$ cat src/rtl/intpol2_d4_out_fifo_pkg.sv
// intpol2_d4_out_fifo_pkg
// Shared defaults and the storage entry layout for the intpol2_D4 output FIFO.
//   DATAPATH_WIDTH_DEF : default sample width
//   DEPTH_LOG2_DEF     : default log2 of FIFO depth
//   AFULL_MARGIN_DEF   : entries of headroom kept when Afull_o asserts
//   entry_t            : {last, data} as held in storage
package intpol2_d4_out_fifo_pkg;
  localparam int DATAPATH_WIDTH_DEF = 32;
  localparam int DEPTH_LOG2_DEF     = 4;
  localparam int AFULL_MARGIN_DEF   = 2;

  typedef struct packed {
    logic                          last;
    logic [DATAPATH_WIDTH_DEF-1:0] data;
  } entry_t;
endpackage

$ cat src/rtl/intpol2_d4_out_fifo_if.sv
// intpol2_d4_out_fifo_if
// Write-side strobe/flags and read-side valid/ready stream of the output FIFO.
//   slave  : FIFO view (takes pushes, drives flags and the output stream)
//   master : surrounding view (datapath writer + stream sink)
interface intpol2_d4_out_fifo_if #(
  parameter int DATAPATH_WIDTH = intpol2_d4_out_fifo_pkg::DATAPATH_WIDTH_DEF
);
  logic                      Write_Enable;
  logic [DATAPATH_WIDTH-1:0] data_i;
  logic                      last_i;
  logic                      Afull_o;
  logic                      full_o;
  logic                      overflow_o;
  logic                      m_valid;
  logic                      m_ready;
  logic [DATAPATH_WIDTH-1:0] m_data;
  logic                      m_last;

  modport slave (
    input  Write_Enable, data_i, last_i, m_ready,
    output Afull_o, full_o, overflow_o, m_valid, m_data, m_last
  );
  modport master (
    output Write_Enable, data_i, last_i, m_ready,
    input  Afull_o, full_o, overflow_o, m_valid, m_data, m_last
  );
endinterface

$ cat src/rtl/intpol2_d4_out_fifo_mem.sv
// intpol2_d4_out_fifo_mem
// Simple dual-port register array: one synchronous write port, one
// asynchronous read port. Contents are never reset.
//   clk          : clock
//   we/waddr/wdata : write port
//   raddr/rdata  : combinational read port
module intpol2_d4_out_fifo_mem #(
  parameter int W  = 33,
  parameter int AW = 4
) (
  input  logic          clk,
  input  logic          we,
  input  logic [AW-1:0] waddr,
  input  logic [W-1:0]  wdata,
  input  logic [AW-1:0] raddr,
  output logic [W-1:0]  rdata
);
  logic [W-1:0] mem [1<<AW];

  always_ff @(posedge clk)
    if (we) mem[waddr] <= wdata;

  assign rdata = mem[raddr];
endmodule

$ cat src/rtl/intpol2_d4_out_fifo.sv
// intpol2_d4_out_fifo
// Output buffer behind the intpol2_D4 datapath. Pushes on Write_Enable, feeds
// Afull_o back to the controlpath, drains through a first-word-fall-through
// valid/ready stream with an end-of-block flag.
//   clk, rst   : clock, synchronous active-high reset
//   clear      : synchronous flush (keeps overflow_o)
//   bus        : write strobe/data/last, flags, m_* output stream
// Optional (macro INTPOL2_D4_OUT_FIFO_LEVEL_EN):
//   level_o     : registered occupancy
//   underflow_o : sticky, sink ready with no data while a block is open
module intpol2_d4_out_fifo
  import intpol2_d4_out_fifo_pkg::*;
#(
  parameter int DATAPATH_WIDTH = DATAPATH_WIDTH_DEF,
  parameter int DEPTH_LOG2     = DEPTH_LOG2_DEF,
  parameter int AFULL_MARGIN   = AFULL_MARGIN_DEF
) (
  input  logic                  clk,
  input  logic                  rst,
  input  logic                  clear,
  intpol2_d4_out_fifo_if.slave  bus
`ifdef INTPOL2_D4_OUT_FIFO_LEVEL_EN
  ,
  output logic [DEPTH_LOG2:0]   level_o,
  output logic                  underflow_o
`endif
);
  localparam int DEPTH = 1 << DEPTH_LOG2;
  localparam logic [DEPTH_LOG2:0] FULL_TH  = (DEPTH_LOG2+1)'(DEPTH);
  localparam logic [DEPTH_LOG2:0] AFULL_TH = (DEPTH_LOG2+1)'(DEPTH - AFULL_MARGIN);

  logic [DEPTH_LOG2-1:0]   wr_ptr, rd_ptr;
  logic [DEPTH_LOG2:0]     count, count_nxt;
  logic                    full_q, afull_q, ovf_q;
  logic                    out_vld, out_last;
  logic [DATAPATH_WIDTH-1:0] out_data;
  logic [DATAPATH_WIDTH:0] rd_entry;
  logic push, pop, mem_empty, out_free, bypass, mem_we, mem_re;

  // count includes the output register; memory holds count - out_vld entries.
  // out_vld == 0 always implies the memory is empty.
  assign push      = bus.Write_Enable && !full_q;
  assign pop       = out_vld && bus.m_ready;
  assign mem_empty = (wr_ptr == rd_ptr);
  assign out_free  = !out_vld || pop;
  // Straight into the output register when nothing is queued ahead, so a
  // push/pop every cycle streams without bubbles.
  assign bypass    = push && mem_empty && out_free;
  assign mem_we    = push && !bypass;
  assign mem_re    = out_free && !mem_empty;
  assign count_nxt = count + {{DEPTH_LOG2{1'b0}}, push} - {{DEPTH_LOG2{1'b0}}, pop};

  intpol2_d4_out_fifo_mem #(.W(DATAPATH_WIDTH+1), .AW(DEPTH_LOG2)) u_mem (
    .clk   (clk),
    .we    (mem_we),
    .waddr (wr_ptr),
    .wdata ({bus.last_i, bus.data_i}),
    .raddr (rd_ptr),
    .rdata (rd_entry)
  );

  always_ff @(posedge clk) begin
    if (rst) begin
      wr_ptr   <= '0;
      rd_ptr   <= '0;
      count    <= '0;
      full_q   <= 1'b0;
      afull_q  <= 1'b0;
      ovf_q    <= 1'b0;
      out_vld  <= 1'b0;
      out_last <= 1'b0;
      out_data <= '0;
    end else if (clear) begin
      wr_ptr   <= '0;
      rd_ptr   <= '0;
      count    <= '0;
      full_q   <= 1'b0;
      afull_q  <= 1'b0;
      out_vld  <= 1'b0;
      out_last <= 1'b0;
      out_data <= '0;
    end else begin
      if (bus.Write_Enable && full_q) ovf_q <= 1'b1;
      if (mem_we) wr_ptr <= wr_ptr + DEPTH_LOG2'(1);
      if (mem_re) rd_ptr <= rd_ptr + DEPTH_LOG2'(1);
      count   <= count_nxt;
      full_q  <= (count_nxt == FULL_TH);
      afull_q <= (count_nxt >= AFULL_TH);
      if (mem_re) begin
        out_vld              <= 1'b1;
        {out_last, out_data} <= rd_entry;
      end else if (bypass) begin
        out_vld  <= 1'b1;
        out_last <= bus.last_i;
        out_data <= bus.data_i;
      end else if (pop) begin
        out_vld  <= 1'b0;
      end
    end
  end

  assign bus.full_o     = full_q;
  assign bus.Afull_o    = afull_q;
  assign bus.overflow_o = ovf_q;
  assign bus.m_valid    = out_vld;
  assign bus.m_data     = out_data;
  assign bus.m_last     = out_last;

`ifdef INTPOL2_D4_OUT_FIFO_LEVEL_EN
  logic blk_open, unf_q;

  // A block is open from its first accepted push until its last entry pops;
  // a new push in the same cycle as that pop opens the next block.
  always_ff @(posedge clk) begin
    if (rst) begin
      blk_open <= 1'b0;
      unf_q    <= 1'b0;
    end else if (clear) begin
      blk_open <= 1'b0;
    end else begin
      if (bus.m_ready && !out_vld && blk_open) unf_q <= 1'b1;
      if (push)                 blk_open <= 1'b1;
      else if (pop && out_last) blk_open <= 1'b0;
    end
  end

  assign level_o     = count;
  assign underflow_o = unf_q;
`endif
endmodule
$ cat src/flat_wrapper.sv
// flat-port wrapper written by rule: the top's interface ports become plain ports
module intpol2_d4_out_fifo_flat import intpol2_d4_out_fifo_pkg::*;
#(
  parameter int DATAPATH_WIDTH = DATAPATH_WIDTH_DEF,
  parameter int DEPTH_LOG2     = DEPTH_LOG2_DEF,
  parameter int AFULL_MARGIN   = AFULL_MARGIN_DEF
)
  (clk, rst, clear, bus_Write_Enable, bus_data_i, bus_last_i, bus_m_ready, bus_Afull_o, bus_full_o, bus_overflow_o, bus_m_valid, bus_m_data, bus_m_last);
  intpol2_d4_out_fifo_if #(.DATAPATH_WIDTH(DATAPATH_WIDTH)) bus_i ();
  input  logic clk;
  input  logic rst;
  input  logic clear;
  input wire logic [$bits(bus_i.Write_Enable)-1:0] bus_Write_Enable;
  input wire logic [$bits(bus_i.data_i)-1:0] bus_data_i;
  input wire logic [$bits(bus_i.last_i)-1:0] bus_last_i;
  input wire logic [$bits(bus_i.m_ready)-1:0] bus_m_ready;
  output wire logic [$bits(bus_i.Afull_o)-1:0] bus_Afull_o;
  output wire logic [$bits(bus_i.full_o)-1:0] bus_full_o;
  output wire logic [$bits(bus_i.overflow_o)-1:0] bus_overflow_o;
  output wire logic [$bits(bus_i.m_valid)-1:0] bus_m_valid;
  output wire logic [$bits(bus_i.m_data)-1:0] bus_m_data;
  output wire logic [$bits(bus_i.m_last)-1:0] bus_m_last;
  assign bus_i.Write_Enable = bus_Write_Enable;
  assign bus_i.data_i = bus_data_i;
  assign bus_i.last_i = bus_last_i;
  assign bus_i.m_ready = bus_m_ready;
  assign bus_Afull_o = bus_i.Afull_o;
  assign bus_full_o = bus_i.full_o;
  assign bus_overflow_o = bus_i.overflow_o;
  assign bus_m_valid = bus_i.m_valid;
  assign bus_m_data = bus_i.m_data;
  assign bus_m_last = bus_i.m_last;
  intpol2_d4_out_fifo #(.DATAPATH_WIDTH(DATAPATH_WIDTH), .DEPTH_LOG2(DEPTH_LOG2), .AFULL_MARGIN(AFULL_MARGIN)) u_core (.clk(clk), .rst(rst), .clear(clear), .bus(bus_i));
endmodule
$ cat config.mk
export PLATFORM = sky130hd
export DESIGN_NAME = intpol2_d4_out_fifo_flat
export DESIGN_NICKNAME = d
export VERILOG_FILES = /design/src/rtl/intpol2_d4_out_fifo_pkg.sv /design/src/rtl/intpol2_d4_out_fifo_if.sv /design/src/rtl/intpol2_d4_out_fifo_mem.sv /design/src/rtl/intpol2_d4_out_fifo.sv /design/src/flat_wrapper.sv
export SDC_FILE = /design/constraint.sdc
export NUM_CORES = 1
export LEC_CHECK = 0
export BUFFER_PORTS_ARGS = -buffer_cell sky130_fd_sc_hd__buf_2
export CAP_MARGIN = 20
export CELL_PAD_IN_SITES_DETAIL_PLACEMENT = 1
export CELL_PAD_IN_SITES_GLOBAL_PLACEMENT = 2
export CORE_MARGIN = 2
export CORE_UTILIZATION = 35
export DETAILED_ROUTE_END_ITERATION = 10
export PLACE_DENSITY = 0.59
export SYNTH_ARGS = -nofsm -noshare
export SYNTH_HDL_FRONTEND = slang
export SYNTH_SLANG_ARGS = --single-unit
$ cat constraint.sdc
create_clock -name clk -period 8.8 [get_ports clk]
set_input_delay 0 -clock clk [delete_from_list [all_inputs] [get_ports clk]]
set_output_delay 0 -clock clk [all_outputs]
set_load 0.01 [all_outputs]
# Word-level counts from Yosys, hierarchy flattened
# Memories as Yosys holds them, arrays and structs flattened. A register that Yosys moved wholly into a read port is not among the register bits.
# Index checks and enable logic that the tools add are counted.
word_totals:
  ff_bits: 50
  ramBits: 528
  inputBits: 38
  out_inout_bits: 37
  elab_cells: 45
  mem_count: 1
mem_list:
  columns: ["name", "depth", "word_bits", "read_ports", "rd_clocked_by_memory_dff", "write_ports", "line", "source"]
  rows:
  - ["u_core.u_mem.mem", 16, 33, 1, 1, 1, "intpol2_d4_out_fifo_mem.sv:18", "logic [W-1:0] mem [1<<AW];"]
classes:
  n_addsub: 4
  magnitude_cmp: 1
  eq_ne: 2
  n_mux: 11
  n_bitwise: 1
  n_reduce_logical: 16
ops:
  columns: ["operator", "count"]
  rows:
  - ["$mux 32", 2]
  - ["$add 4x1->4 const B", 2]
  - ["$mux 4", 2]
  - ["$logic_and 1x1->1", 7]
  - ["$mux 1", 7]
  - ["$add 5x1->5", 1]
  - ["$eq 5x5->1 const B", 1]
  - ["$ge 5x4->1 const B", 1]
  - ["$sub 5x1->5", 1]
  - ["$eq 4x4->1", 1]
  - ["$logic_not 1->1", 4]
  - ["$reduce_bool 3->1", 1]
  - ["$reduce_and 2->1", 1]
  - ["$reduce_bool 2->1", 1]
  - ["$reduce_or 2->1", 1]
  - ["$logic_or 1x1->1", 1]
  - ["$not 1->1", 1]

# Longest topological paths before layout
# Gate-level depths: netlist of the first run.
logic_depth:
  word_depth: 8
  mapped_depth: 11
  ltp_nobuf: 10

# Hierarchy
# From an unflattened synthesis of the first run, not the netlist that was laid out.
hier_totals:
  hier_cells: 1159
  area_unflattened_um2: 22703.0
modules_own_cells:
  columns: ["module", "n_inst", "cells_per_inst", "area_per_inst_um2", "seq_area_each_um2"]
  rows:
  - ["intpol2_d4_out_fifo_mem", 1, 831, 19970.4, 15855.2]
  - ["intpol2_d4_out_fifo", 1, 328, 2732.6, 1001.0]

# Least setup slack after synthesis of the first run
# Ideal clock, no wire load.
synth_timing:
  path_kind: "reg2reg"
  startpoint: "register u_core.full_q, in the netlist u_core.bus.full_o"
  endpoint: "memory u_core.u_mem.mem[2][0] (enable)"
  arrival_ns: 4.792
  required_time_ns: 8.282
  path_slack_ns: 3.490
  stages_incl_launch_ff: 7
  cell_sequence: "dfxtp_1 > nand2b_1 > clkbuf_1 > inv_2 > buf_1 > o21ai_2 > nor4b_1"
synth_between:
  elab_chain_len: 8
synth_lines:
  columns: ["item", "line", "source"]
  rows:
  - ["start: declaration", "intpol2_d4_out_fifo.sv:34", "logic full_q, afull_q, ovf_q;"]
  - ["start signal: assignment", "intpol2_d4_out_fifo.sv:87", "full_q <= (count_nxt == FULL_TH);"]
  - ["$logic_not 1->1 *", "intpol2_d4_out_fifo.sv:42", "assign push = bus.Write_Enable && !full_q;"]
  - ["$logic_and 1x1->1 *", "intpol2_d4_out_fifo.sv:42", null]
  - ["$logic_and 1x1->1 (2 in series)", "intpol2_d4_out_fifo.sv:48", "assign bypass = push && mem_empty && out_free;"]
  - ["$logic_not 1->1", "intpol2_d4_out_fifo.sv:49", "assign mem_we = push && !bypass;"]
  - ["$logic_and 1x1->1 *", "intpol2_d4_out_fifo.sv:49", null]
  - ["$mux 1 *", "intpol2_d4_out_fifo_mem.sv:21", "if (we) mem[waddr] <= wdata;"]
  - ["$mux 1 (implied by the code) *", "intpol2_d4_out_fifo_mem.sv:21", null]
  - ["end: declaration", "intpol2_d4_out_fifo_mem.sv:18", null]
# Mark *: on every way between the ends. The rest lies on a longest branch, timed or not.

# Worst setup path after layout of the first run
layout_timing:
  startpoint: "register u_core.wr_ptr[2]"
  endpoint: "memory u_core.u_mem.mem[9][16] (enable)"
layout_between:
  elab_chain_len: 7
layout_lines:
  columns: ["item", "line", "source"]
  rows:
  - ["start: declaration", "intpol2_d4_out_fifo.sv:32", "logic [DEPTH_LOG2-1:0] wr_ptr, rd_ptr;"]
  - ["start signal: assignment", "intpol2_d4_out_fifo.sv:84", "if (mem_we) wr_ptr <= wr_ptr + DEPTH_LOG2'(1);"]
  - ["$eq 4x4->1", "intpol2_d4_out_fifo.sv:44", "assign mem_empty = (wr_ptr == rd_ptr);"]
  - ["$logic_and 1x1->1 (2 in series)", "intpol2_d4_out_fifo.sv:48", null]
  - ["$logic_not 1->1", "intpol2_d4_out_fifo.sv:49", null]
  - ["$logic_and 1x1->1", "intpol2_d4_out_fifo.sv:49", null]
  - ["$mux 1", "intpol2_d4_out_fifo_mem.sv:21", null]
  - ["$mux 1 (implied by the code)", "intpol2_d4_out_fifo_mem.sv:21", null]
# Parallel ways exist; a longest one is shown, timed or not.

==> flow_summary.rst, run 1 <==
.. list-table::
   :header-rows: 1

   * - Metric
     - Value
   * - Horizontal die dimension
     - 260.8 um
   * - Total number of H-tree levels
     - 3
   * - Number of nets still failing antenna checks after routing
     - 0
   * - Time the worst path needs with I/O delays and setup
     - 3.578 ns
   * - Worst slew margin relative to its limit
     - 41.95%
   * - Sequential cell area fraction in the yosys report
     - 73.40%
   * - Netlist area before placement
     - 23070 um^2
   * - Number of global-route vias before repair
     - 13293
   * - Clock slew at the register clock pins of the worst setup and hold paths
     - 0.06 ns
   * - Sum of routed wire length over all layers
     - 62.45 mm
   * - Worst Setup Slack, final
     - 5.222 ns
   * - Placer Congestion
     - between 0.6 and 0.7
   * - Count of buffers from port buffering
     - 74
   * - Syn. warnings
     - 0
   * - Core box area
     - around 66000 um^2
   * - TritonCTS clock tree
     - yes
   * - Max Fclk
     - 279.5 MHz
   * - Count of maximum capacitance violations
     - 0
   * - Largest fanout on the critical path
     - 35
   * - Core Rows
     - between 90 and 100
   * - Total placed instance area
     - 24550 um^2
   * - Post-Syn Nets
     - about 1400
   * - Total CTS buffers
     - 66
   * - Critical path required time
     - ~9 ns
   * - Post-CTS setup buffers
     - 0
   * - Clk_skew
     - 0.02669 ns
   * - Final hold violation count
     - 0
   * - Mean instance size in the synthesized netlist
     - 17.53 um^2
   * - Remaining global-route overflow
     - 0
   * - Startpoint-to-endpoint class of the critical path
     - flip-flop to flip-flop
   * - Number of iterations in the first detailed-routing pass
     - 4
   * - Slew at the pin with the worst max-slew slack
     - between 0.8 and 0.9 ns
   * - Synth-to-layout area growth
     - 16.92%
   * - Die area
     - 67990 um^2
   * - Mean routed wirelength per cell
     - 26.53 um
   * - Net total in the final layout
     - around 1500
   * - Cts repair resizes
     - 0
   * - Final setup violating endpoints
     - 0
   * - Vias after detailed routing
     - 12584
   * - Setup total negative slack
     - 0 ns
   * - Overall power after layout
     - 5.845 mW
   * - CTS hold repair buffers
     - 36
   * - Worst setup EP type
     - flip-flop
   * - Total leakage power
     - 8.210 nW
   * - Setup repair after global routing missed its margin
     - no
   * - Final Cell Area
     - around 27000 um^2
   * - Final Hold Slack
     - 0.1438 ns
   * - Power per cell area
     - between 200 and 250 nW/um^2
   * - Register bit total from synthesis
     - 582
   * - Kind of start point of the critical path
     - flip-flop
   * - Skew-Pair Late Insertion Delay
     - around 0.60 ns
   * - Die height
     - 260.8 um
   * - Wire length of the first global-routing pass
     - approximately 92 mm
   * - Number of antenna violations at the first check in global routing
     - 3
   * - Remaining design rule violation count
     - 0
   * - Prevailing post-synth register cell
     - edfxtp_1
   * - Count of flip-flops with a built-in enable after synthesis
     - about 530
   * - Worst setup slack after placement
     - 5.231 ns
   * - Fraction of layout cells with a size suffix above 1
     - 20.09%
   * - Run status
     - finished, final reports clean
   * - Number of placed I/O pins
     - 75
   * - Count of distinct cell types in the synthesized netlist
     - 43
   * - Clock root buffer
     - clkbuf_16
   * - CTS max path bufs
     - 3
   * - Detailed Place HPWL
     - 30.55 mm
   * - Largest net degree at the start of global routing
     - 109
   * - Final period utilization
     - 40.66%
   * - Clk sinks
     - 582
   * - Path category of the worst min-delay check
     - input port to flip-flop
   * - Drt initial violations
     - 700
   * - Async SR Flop Fraction
     - 0%
   * - Count of pins over their slew limit
     - 0
   * - Maximum vdd drop
     - 0.1216 mV
   * - GRT Total Usage
     - 18.69%
   * - Vias per cell
     - 5.346
   * - Arrival time at the worst endpoint
     - about 3.8 ns
   * - Post-Synthesis Cells
     - 1316
   * - Initial cell density of the core
     - 35.22%
## power by group
group	switching [mW]	leakage (nW)	internal (mW)
Clock	1.07	1.00	1.56
Sequential	0.0125	5.19	3.03
Combinational	0.113	2.02	0.0607
## placed cells by master, fill, tap and decap left out, types with 4 or more instances in the layout
cell type,count
dfxtp_1,50
ha_1,10
a211oi_1,32
nor4b_1,30
nor3_2,4
nand3_1,6
edfxtp_1,528
mux2i_1,131
and2_2,5
xor2_1,8
clkbuf_1,24
clkbuf_8,7
nor3_1,36
nor4b_2,4
buf_4,34
nor4_1,4
clkbuf_16,69
clkinv_2,7
o21a_1,5
clkinv_1,6
a22oi_1,64
nor2_1,36
or3_1,5
nor2_4,4
mux4_2,68
o21ai_0,64
buf_2,74
dlygate4sd3_1,36
nand2_1,10
nor2b_1,34
a21oi_1,6
a2111oi_0,35
inv_1,12
## per-layer routing
metal / GRT usage (%) / share of wire (%) / vias up
met5: 0 / 0 / -
met2: 31.08 / 49 / 230
met3: 3.069 / 4.1 / 89
met4: 5.937 / 2.3 / 0
li1: - / - / 5597
met1: 25.04 / 45 / 6668
## worst paths after layout
path / to / depth (start not counted) / slack (ns) / startpoint
min reg2reg: flip-flop / 2 / 0.52 / u_core.rd_ptr[3]
max: u_core.u_mem.mem[9][16] / 6 / 5.22 / u_core.wr_ptr[2]
min: u_core.bus.m_valid / 4 / 0.14 / bus_Write_Enable
max reg2reg: u_core.u_mem.mem[9][16] / 6 / 5.22 / u_core.wr_ptr[2]
## critical path, stage by stage, from the launching register on
cell and delay (ns):
dfxtp_1 0.72, xor2_1 0.40, nor4_2 0.09, buf_4 0.33, a2111oi_0 0.75, and2_2 0.26
buf_4 0.58
## synthesized netlist by cell type (3+ instances only)
library cell    n  share of area (%)
o31ai_1         3              0.098
ha_1           10               0.54
o21a_1          5               0.16
mux2i_1       131                5.7
a21oi_1         6               0.13
mux4_2         68                6.6
a2111oi_0      35                1.3
a211oi_1       32                1.0
and2_1          7               0.19
inv_1          13               0.21
or3_1           5               0.14
o21ai_0        64                1.4
dfxtp_1        54                4.7
edfxtp_1      528                 69
nor3_1         40               0.87
nor4b_1        34                1.3
nand2_1        10               0.16
xor2_1          8               0.30
nor2b_1        37                1.0
buf_2          25               0.54
nor4_1          5               0.14
a22oi_1        64                2.1
clkbuf_1       64                1.0
nand3_1         6               0.13
nor2_1         40               0.65
## stage by stage
stage	utilization [%]	instances
after global placement	37.48	2198
after CTS	41.17	2352
after detailed placement	37.48	2198
after floorplan	-	1316
final	41.18	2354
after global routing	41.18	2354
## registers in the layout, summed over array words and instances (netlist names), named ones only
name,cells
u_core.bus.full_o,1
u_core.bus.m_last,1
u_core.rd_ptr,4
u_core.bus.m_data,32
u_core.count,5
u_core.bus.Afull_o,1
u_core.bus.m_valid,1
u_core.wr_ptr,4
u_core.bus.overflow_o,1
u_core.u_mem.mem,528
## cell families after synthesis
logic type,share of synthesized area [%]
compound gates,6.545
flops,73.40
mux,12.37
fa+ha+maj,0.6290
xor+xnor,0.3796
buf+inv,1.860
simple gates,4.815
## cell type report
type,count,area (um^2)
Inverter,14,52.55
Clock buffer,100,1913
Clock inverter,18,146.4
Sequential cell,582,16950
Timing Repair Buffer,145,1006
Tap cell,864,1081
Antenna cell,2,5.005
Fill cell,6305,38530
Multi-Input combinational cell,629,5826
No activity file was read; power rests on OpenSTA's default activity.
==> run 2, diff against run 1 <==
PLACE_DENSITY = 0.61   (was 0.59)
clock period = 3.15 ns   (was 8.8 ns; I/O delays follow)
==> flow_summary.rst, run 2 (synthesis gave the netlist of run 1 again) <==
.. list-table::
   :header-rows: 1

   * - Metric
     - Value
   * - Run status
     - finished, final reports clean
   * - Net total in the final layout
     - 1515 (+1.9%)
   * - Total number of H-tree levels
     - 2 (-1)
   * - GRT Total Usage
     - 17.95% (-0.73 points)
   * - Die area
     - 67990 um^2 (unchanged)
   * - Cts repair resizes
     - 0 (unchanged)
   * - Wire length of the first global-routing pass
     - 89.90 mm (-1.9%)
   * - Number of antenna diodes
     - 0 (-2)
   * - CP cell instances
     - xor2_1 -> or4_1 -> o21ai_2 -> nor2_4 -> buf_4
   * - Core Rows
     - 94 (unchanged)
   * - Number of nets still failing antenna checks after routing
     - 0 (unchanged)
   * - Number of antenna violations at the first check in global routing
     - 0 (-3)
   * - Clk_skew
     - 0.03627 ns (+0.009583 ns)
   * - Count of maximum capacitance violations
     - 0 (unchanged)
   * - Drt initial violations
     - 922 (+32%)
   * - Number of iterations in the first detailed-routing pass
     - 5 (+1)
   * - Die height
     - 260.8 um (unchanged)
   * - Final setup violating endpoints
     - 0 (unchanged)
   * - Arrival time at the worst endpoint
     - 3.16 ns (-0.62 ns)
   * - Skew-Pair Late Insertion Delay
     - 0.64 ns (+0.04 ns)
   * - Largest net degree at the start of global routing
     - 56 (-49%)
   * - Worst setup EP type
     - flip-flop
   * - Fraction of layout cells with a size suffix above 1
     - 21.89% (+1.8 points)
   * - Slowest stage delay, CP
     - 0.77 ns (+0.02 ns)
   * - Remaining design rule violation count
     - 0 (unchanged)
   * - Time the worst path needs with I/O delays and setup
     - 2.818 ns (-0.7601 ns)
   * - Detailed-routing wirelength on met1
     - 27.62 mm (-1.2%)
   * - CTS max path bufs
     - 3 (unchanged)
   * - Total leakage power
     - 8.379 nW (+2.1%)
   * - Kind of start point of the critical path
     - flip-flop
   * - Largest fanout on the critical path
     - 18 (-49%)
   * - Top routing layer in use
     - met4
   * - Path category of the worst min-delay check
     - input port to flip-flop
   * - Overall power after layout
     - 16.00 mW (+170%)
   * - Synth-to-layout area growth
     - 18.38%
   * - Register with the most flip-flops
     - u_core.u_mem.mem
   * - Setup total negative slack
     - 0 ns (unchanged)
   * - Commonest non-fill, non-tap cells in the layout
     - 528 x edfxtp_1, 131 x mux2i_1, 74 x buf_2, 68 x mux4_2
   * - CP max stage cell
     - o21ai_2
   * - Clock root buffer
     - clkbuf_16
   * - Final hold violation count
     - 0 (unchanged)
   * - Remaining global-route overflow
     - 0 (unchanged)
   * - Number of global-route vias before repair
     - 13502 (+1.6%)
   * - Placer Congestion
     - 0.7311 (+6.2%)
   * - Startpoint-to-endpoint class of the critical path
     - flip-flop to flip-flop
   * - Flip-flop count of the largest register after layout
     - 528 (unchanged)
   * - TritonCTS clock tree
     - yes
   * - Vias per cell
     - 5.352 (+0.12%)
   * - Count of pins over their slew limit
     - 0 (unchanged)
   * - Number of placed I/O pins
     - 75 (unchanged)
   * - Clk sinks
     - 582 (unchanged)
   * - Detailed Place HPWL
     - 34.98 mm (+14%)
   * - Mean routed wirelength per cell
     - 25.21 um (-5.0%)
   * - Sum of routed wire length over all layers
     - 60.04 mm (-3.9%)
   * - Count of buffers from port buffering
     - 74 (unchanged)
   * - Setup repair after global routing missed its margin
     - no
   * - Initial cell density of the core
     - 35.22% (unchanged)
   * - Power per cell area
     - 585.6 nW/um^2 (+170%)
   * - Critical path required time
     - 3.49 ns (-5.52 ns)
   * - Met3 WL
     - 2.360 mm (-6.9%)
   * - Slew at the pin with the worst max-slew slack
     - 0.9589 ns (+0.08818 ns)
   * - Final period utilization
     - 89.47% (+49 points)
   * - Horizontal die dimension
     - 260.8 um (unchanged)
   * - Maximum vdd drop
     - 0.4137 mV (+240%)
   * - Vias after detailed routing
     - 12744 (+1.3%)
   * - Most common library cell in the layout ignoring fill and taps
     - edfxtp_1
   * - Core box area
     - 65510 um^2 (unchanged)
   * - Max Fclk
     - 354.8 MHz (+27%)
   * - Wire length on met2
     - 29.03 mm (-4.8%)
   * - Total CTS buffers
     - 61 (-7.6%)
   * - Clock slew at the register clock pins of the worst setup and hold paths
     - 0.06 ns (about the same)
   * - Worst slew margin relative to its limit
     - 36.06% (-5.9 points)
run 2: cell types whose count changed in the layout (fill, tap and decap cells not counted), moves of 3 or more:
cell       previous run  this run
clkbuf_1             24        16
nor4b_2               4         0
clkbuf_16            69        61
clkinv_1              6         9
clkbuf_8              7         2
clkinv_2              7        15
buf_12                1        14
buf_4                34        53
nor4b_4               0         4
bufinv_16             2         5
run 2: report_power, final:
part	switching, mW	total (mW)	internal [mW]
registers	0.0315	8.48	8.45
logic	0.320	0.495	0.175
clock network	2.99	7.02	4.02
total	3.35	16.0	12.6
run 2: stage by stage:
step | utilization, % | std cells | worst slack [ns] | area, um^2 | hold slack, ns
floorplan | - | 1316 | -0.9654 | 23100 | 0.07238
global placement | 38.15 | 2230 | 0.4011 | 24990 | 0.2378
detailed placement | 38.15 | 2230 | 0.3603 | 24990 | 0.2589
CTS | 41.69 | 2381 | 0.3354 | 27310 | 0.01502
global route | 41.69 | 2381 | 0.1572 | 27310 | 0.05722
finish | 41.69 | 2381 | 0.3317 | 27310 | 0.05376
run 2: routing by layer:
metal	vias up	track usage (%)
met1	6782	25.12
met3	78	2.865
met4	0	4.016
met2	239	29.49
met5	-	0
li1	5645	-
run 2: critical path, delay by kind of cell (launching register included):
family	cells	cell delay, ns
AO/OA/AOI/OAI	1	0.77
AND/OR/NAND/NOR	2	0.82
XOR/XNOR	1	0.18
flip-flops	1	0.44
buffers and inverters	1	0.32
run 2: cell type report:
class,count,area [um^2]
Clock buffer,79,1614
Clock inverter,35,340.3
Fill cell,6349,38200
Inverter,14,52.55
Multi-Input combinational cell,629,5861
Sequential cell,582,16950
Tap cell,864,1081
Timing Repair Buffer,178,1419
run 2: final timing paths:
check / end / cells past startpoint / from / slack (ns)
worst max-delay path: u_core.u_mem.mem[15][29] / 5 / u_core.wr_ptr[1] / 0.33
worst min-delay path: u_core.wr_ptr[1] / 4 / bus_m_ready / 0.05
worst max register to register: u_core.u_mem.mem[15][29] / 5 / u_core.wr_ptr[1] / 0.33
worst min register to register: flip-flop / 2 / u_core.rd_ptr[3] / 0.53
run 2: what timing repair did:
action	4_1_cts	5_1_grt
setup endpoints to repair	0	0
setup buffers	0	0
hold buffers	37	0
endpoints found under the hold margin	539	0
